$ cat src/rtl/error_frame_tx_pkg.sv
// Shared CAN definitions: error/overload frame states, frame kinds, bus levels
// and default frame lengths.
`timescale 1ns/1ps
package error_frame_tx_pkg;

   typedef enum logic [1:0] {
      IDLE     = 2'd0,
      FLAG     = 2'd1,
      WAIT_REC = 2'd2,
      DELIM    = 2'd3
   } frame_state_e;

   typedef enum logic {
      ERROR    = 1'b0,
      OVERLOAD = 1'b1
   } frame_kind_e;

   localparam logic CAN_DOMINANT  = 1'b0;
   localparam logic CAN_RECESSIVE = 1'b1;

   localparam int DEF_FLAG_LEN  = 6;
   localparam int DEF_DELIM_LEN = 8;
   localparam int DEF_DOM_LIMIT = 14;

   function automatic int max3(input int a, input int b, input int c);
      int m;
      m = (a > b) ? a : b;
      return (m > c) ? m : c;
   endfunction

endpackage

$ cat src/rtl/error_frame_tx.sv
// CAN error/overload frame transmitter: drives the flag, waits for a recessive
// bus, then checks the recessive delimiter before handing back to interframe.
`timescale 1ns/1ps
module error_frame_tx
   import error_frame_tx_pkg::*;
#(
   parameter int FLAG_LEN  = DEF_FLAG_LEN,
   parameter int DELIM_LEN = DEF_DELIM_LEN,
   parameter int DOM_LIMIT = DEF_DOM_LIMIT
) (
   input  logic clock,
   input  logic reset,
   input  logic samplePoint,
   input  logic rxBit,
   input  logic erro,
   input  logic overloadFlag,
   input  logic errorPassive,
   output logic txBit,
   output logic busy,
   output logic interframe,
   output logic formErro,
   output logic stuckErro
);

   localparam int CNT_W = $clog2(max3(FLAG_LEN, DELIM_LEN, DOM_LIMIT) + 1);
   localparam logic [CNT_W-1:0] FLAG_LAST  = CNT_W'(FLAG_LEN - 1);
   localparam logic [CNT_W-1:0] DELIM_LAST = CNT_W'(DELIM_LEN - 1);
   localparam logic [CNT_W-1:0] DOM_LAST   = CNT_W'(DOM_LIMIT - 1);

   frame_state_e     state_q;
   logic [CNT_W-1:0] cnt_q;
   logic [CNT_W-1:0] dom_cnt_q;
   logic             tx_q;
   logic             busy_q;
   logic             interframe_q;
   logic             form_erro_q;
   logic             stuck_erro_q;

   frame_kind_e      req_kind;
   logic             req_passive;

   // Only error frames may be passive; an overload flag is always dominant.
   always_comb begin
      req_kind    = erro ? ERROR : OVERLOAD;
      req_passive = (req_kind == ERROR) && errorPassive;
   end

   always_ff @(posedge clock) begin
      // NOTE: state is written with non-blocking assignments so every branch
      // below sees the pre-edge values; the pulse defaults are overridden later.
      interframe_q <= 1'b0;
      form_erro_q  <= 1'b0;
      stuck_erro_q <= 1'b0;
      if (!reset) begin
         state_q   <= IDLE;
         cnt_q     <= '0;
         dom_cnt_q <= '0;
         tx_q      <= CAN_RECESSIVE;
         busy_q    <= 1'b0;
      end else if (samplePoint) begin
         case (state_q)
            IDLE: begin
               cnt_q <= '0;
               if (erro || overloadFlag) begin
                  state_q <= FLAG;
                  tx_q    <= req_passive ? CAN_RECESSIVE : CAN_DOMINANT;
                  busy_q  <= 1'b1;
               end
            end
            FLAG: begin
               if (cnt_q == FLAG_LAST) begin
                  state_q   <= WAIT_REC;
                  tx_q      <= CAN_RECESSIVE;
                  cnt_q     <= '0;
                  dom_cnt_q <= '0;
               end else begin
                  cnt_q <= cnt_q + 1'b1;
               end
            end
            WAIT_REC: begin
               // The first recessive bit already counts as delimiter bit 1.
               if (rxBit == CAN_RECESSIVE) begin
                  state_q   <= DELIM;
                  cnt_q     <= CNT_W'(1);
                  dom_cnt_q <= '0;
               end else if (dom_cnt_q == DOM_LAST) begin
                  stuck_erro_q <= 1'b1;
                  dom_cnt_q    <= '0;
               end else begin
                  dom_cnt_q <= dom_cnt_q + 1'b1;
               end
            end
            DELIM: begin
               if (rxBit == CAN_RECESSIVE) begin
                  if (cnt_q == DELIM_LAST) begin
                     state_q      <= IDLE;
                     busy_q       <= 1'b0;
                     cnt_q        <= '0;
                     interframe_q <= 1'b1;
                  end else begin
                     cnt_q <= cnt_q + 1'b1;
                  end
               end else begin
                  state_q     <= FLAG;
                  cnt_q       <= '0;
                  tx_q        <= errorPassive ? CAN_RECESSIVE : CAN_DOMINANT;
                  form_erro_q <= 1'b1;
               end
            end
            default: state_q <= IDLE;
         endcase
      end
   end

   assign txBit      = tx_q;
   assign busy       = busy_q;
   assign interframe = interframe_q;
   assign formErro   = form_erro_q;
   assign stuckErro  = stuck_erro_q;

endmodule

$ cat config.mk
export PLATFORM = sky130hd
export DESIGN_NAME = error_frame_tx
export DESIGN_NICKNAME = d
export VERILOG_FILES = /design/src/rtl/error_frame_tx_pkg.sv /design/src/rtl/error_frame_tx.sv
export SDC_FILE = /design/constraint.sdc
export NUM_CORES = 1
export LEC_CHECK = 0
export CAP_MARGIN = 20
export CORE_MARGIN = 2
export CORE_UTILIZATION = 30
export CTS_BUF_LIST = sky130_fd_sc_hd__clkbuf_4 sky130_fd_sc_hd__clkbuf_8 sky130_fd_sc_hd__clkbuf_16
export CTS_CLUSTER_DIAMETER = 200
export DETAILED_ROUTE_END_ITERATION = 10
export DONT_BUFFER_PORTS = 1
export GPL_ROUTABILITY_DRIVEN = 1
export MAX_ROUTING_LAYER = met4
export SETUP_SLACK_MARGIN = 0.3
export SLEW_MARGIN = 20
export SYNTH_ARGS = -nofsm -noshare
export SYNTH_HDL_FRONTEND = slang
export SYNTH_SLANG_ARGS = --single-unit
$ cat constraint.sdc
create_clock -name clock -period 3.4 [get_ports clock]
set_input_delay 0.68 -clock clock [delete_from_list [all_inputs] [get_ports clock]]
set_output_delay 0.68 -clock clock [all_outputs]
set_load 0.02 [all_outputs]
==> impl_metrics.tcl <==
set metrics [dict create \
    io_buffers 0 \
    die_y_um 58.0 \
    yosysUniqueCellTypes 33 \
    status "completed" \
    hold_class "register to register" \
    p_leak_uw 0.000353 \
    max_clock_freq_ghz 0.528 \
    yosysTopAreaCellShare 0.343 \
    holdWs_ns 0.506 \
    hpwl_mm 1.36 \
    die_w_um 58.0 \
    pin_count 12 \
    h-tree-depth 1 \
    initial_core_util 0.317 \
    wl_per_cell_um 13.1 \
    synth_area_leader_cell "dfxtp_1" \
    worstPathArrival_ns 2.06 \
    postCtsHoldBufs 0 \
    ys.flop_type "dfxtp_1" \
    startpoint_type "register" \
    ir_drop_v 0.000244 \
    grt_usage 0.122 \
    drt_first_pass_iters 4 \
    post_cts_resized 0 \
    ys_warn_count 0 \
    routed_via_density 5.27 \
    grt_max_degree 11 \
    vias 706 \
    setup_viol 0 \
    async_reset_ff_frac 0 \
    grt_setup_unrepaired "no" \
    critical_path_class "register to register" \
    gp_congestion 0.835 \
    hold_viol 0 \
    clock_latency_ns 0.30 \
    grt_pass1_vias 669 \
    ys_seq_area_frac 0.343 \
    avgSynthCellArea_um2 8.83 \
    path_cells "inv_1 -> ha_1 -> nand2b_1 -> a21boi_0 -> a21o_1 -> a211oi_1" \
    core_region_area_um2 2760 \
    max_stage_delay_ns 0.45 \
    postPlaceCellArea_um2 913 \
    synth_seq_cells 15 \
    synth_area_um2 875 \
    cts_root_buffer "clkbuf_4" \
    diodes 0 \
    drive_above_1_share 0.0777 \
    cts.sinks 15 \
    syn-num-nets 116 \
    antenna_found_initial 0 \
    drt_wl_total_mm 1.76 \
    cp.required_ns 3.57 \
    path_clk_slew_ns 0.10 \
    design_area_um2 943 \
    slew_viol_final 0 \
    ys_top_cells_by_area "dfxtp_1 34%, ha_1 14%, nand2_1 4.3%, a21oi_1 4.0%, nand4b_1 4.0%" \
    critPathSlowestCell "a21boi_0" \
    power_density_nw_per_um2 411 \
    cts_tree "done" \
    ant_nets 0 \
    grt_pass1_wl_mm 3.01 \
    drtIter0Drc 7 \
    cts_buffers 3 \
    post_cts_buffers 0 \
    clockBufferDepth 2 \
    tightest_slew_ns 0.520 \
    dieArea_um2 3360 \
    end_kind "register" \
    synth_cells 99 \
    drv_cap 0 \
    finClkSkew_ns 0.00300 \
    fin_crit_ns 1.89 \
    cp_max_fo 5 \
    nNetsFinal 121 \
    postLayoutCoreUtil 0.342 \
    grt_overflow 0 \
    total_power_uw 387 \
    area_growth_syn_to_layout_pct 7.87 \
    rows 19 \
    period_share 0.557 \
    final.setup.tns_ns 0 \
    drc 0 \
    maxSlewHeadroom 0.650 \
    synth_edf_count 0 \
]
where the power goes:
part / total, uW / switching, uW / internal (uW)
Sequential: 199 / 14.1 / 185
Clock: 110 / 65.4 / 44.8
Combinational: 78.3 / 45.5 / 32.8
Total: 387 / 125 / 262
state kept, by name, indices dropped and copies added (netlist names):
signal and flops:
interframe 1, state_q 2, busy 1, cnt_q 4, txBit 1, stuckErro 1, formErro 1, dom_cnt_q 4
cells in the mapped netlist, types with 2 or more instances:
library cell  instances
nor2_1                8
dfxtp_1              15
nand4b_1              4
nand3_1               4
nand2b_1              3
a21oi_1               7
nand2_1              10
nand4_1               2
nor3_1                4
mux2i_1               2
xnor2_1               3
inv_1                 7
ha_1                 10
cells by family (layout without fill, tap and decap cells):
family,count (synthesis),count (layout),share of synthesized area
adder cells (fa/ha/maj),10,10,0.143
AO/OA/AOI/OAI,18,18,0.147
multiplexers,2,2,0.0229
XOR/XNOR,3,3,0.0300
AND/OR/NAND/NOR,44,44,0.283
buffers and inverters,7,11,0.0300
flip-flops,15,15,0.343
final timing paths:
kind	from	slack (ns)	cells past startpoint	end
min	cnt_q[1]	0.51	2	cnt_q[1]
max reg2reg	state_q[1]	1.51	6	dom_cnt_q[1]
min reg2reg	cnt_q[1]	0.51	2	cnt_q[1]
max	state_q[1]	1.51	6	dom_cnt_q[1]
per-stage QoR:
stage,worst slack (ns),std cells
floorplan,1.76,99
global placement,1.54,130
detailed placement,1.52,130
CTS,1.50,134
global route,1.34,134
finish,1.51,134
per-layer routing:
| metal | GRT usage | share of wire | wire length, um | vias up |
|---|---|---|---|---|
| li1 | - | - | - | 364 |
| met1 | 0.149 | 0.49 | 861 | 329 |
| met2 | 0.187 | 0.45 | 792 | 9 |
| met3 | 0.0469 | 0.047 | 83 | 4 |
| met4 | 0.0399 | 0.014 | 24 | 0 |
| met5 | - | 0 | 0 | - |
critical path, delay by kind of cell, from the launching register on:
kind	cells	cell delay, ns
AO/OA/AOI/OAI	3	0.75
adder cells (fa/ha/maj)	1	0.27
buffers and inverters	1	0.12
flip-flops	1	0.42
AND/OR/NAND/NOR	1	0.20
layout by cell type, fill, tap and decap left out, drive strengths merged:
cell       n
and4       1
or3        2
a21oi      7
a211oi     1
nor3       4
a21boi     1
nor3b      1
and2       2
o21a       1
o221a      1
nand2b     3
and2b      1
nand3b     2
dfxtp     15
a32o       1
mux2i      2
xnor2      3
nand4b     4
nand2     10
o41ai      1
a31oi      1
a21o       1
clkbuf     3
a2111oi    1
nand4      2
o2111ai    1
nand3      4
nor2       8
ha        10
a22o       1
inv        7
clkinvlp   1
area by class of cell:
type                       instances  area (um2)
clock buffer                       3        22.5
clock inverter                     1        7.51
fill                             286        1810
inverter                           7        26.3
multi-input combinational         77         548
sequential                        15         300
tap                               31        38.8
Power figures use the tool's default switching activity.
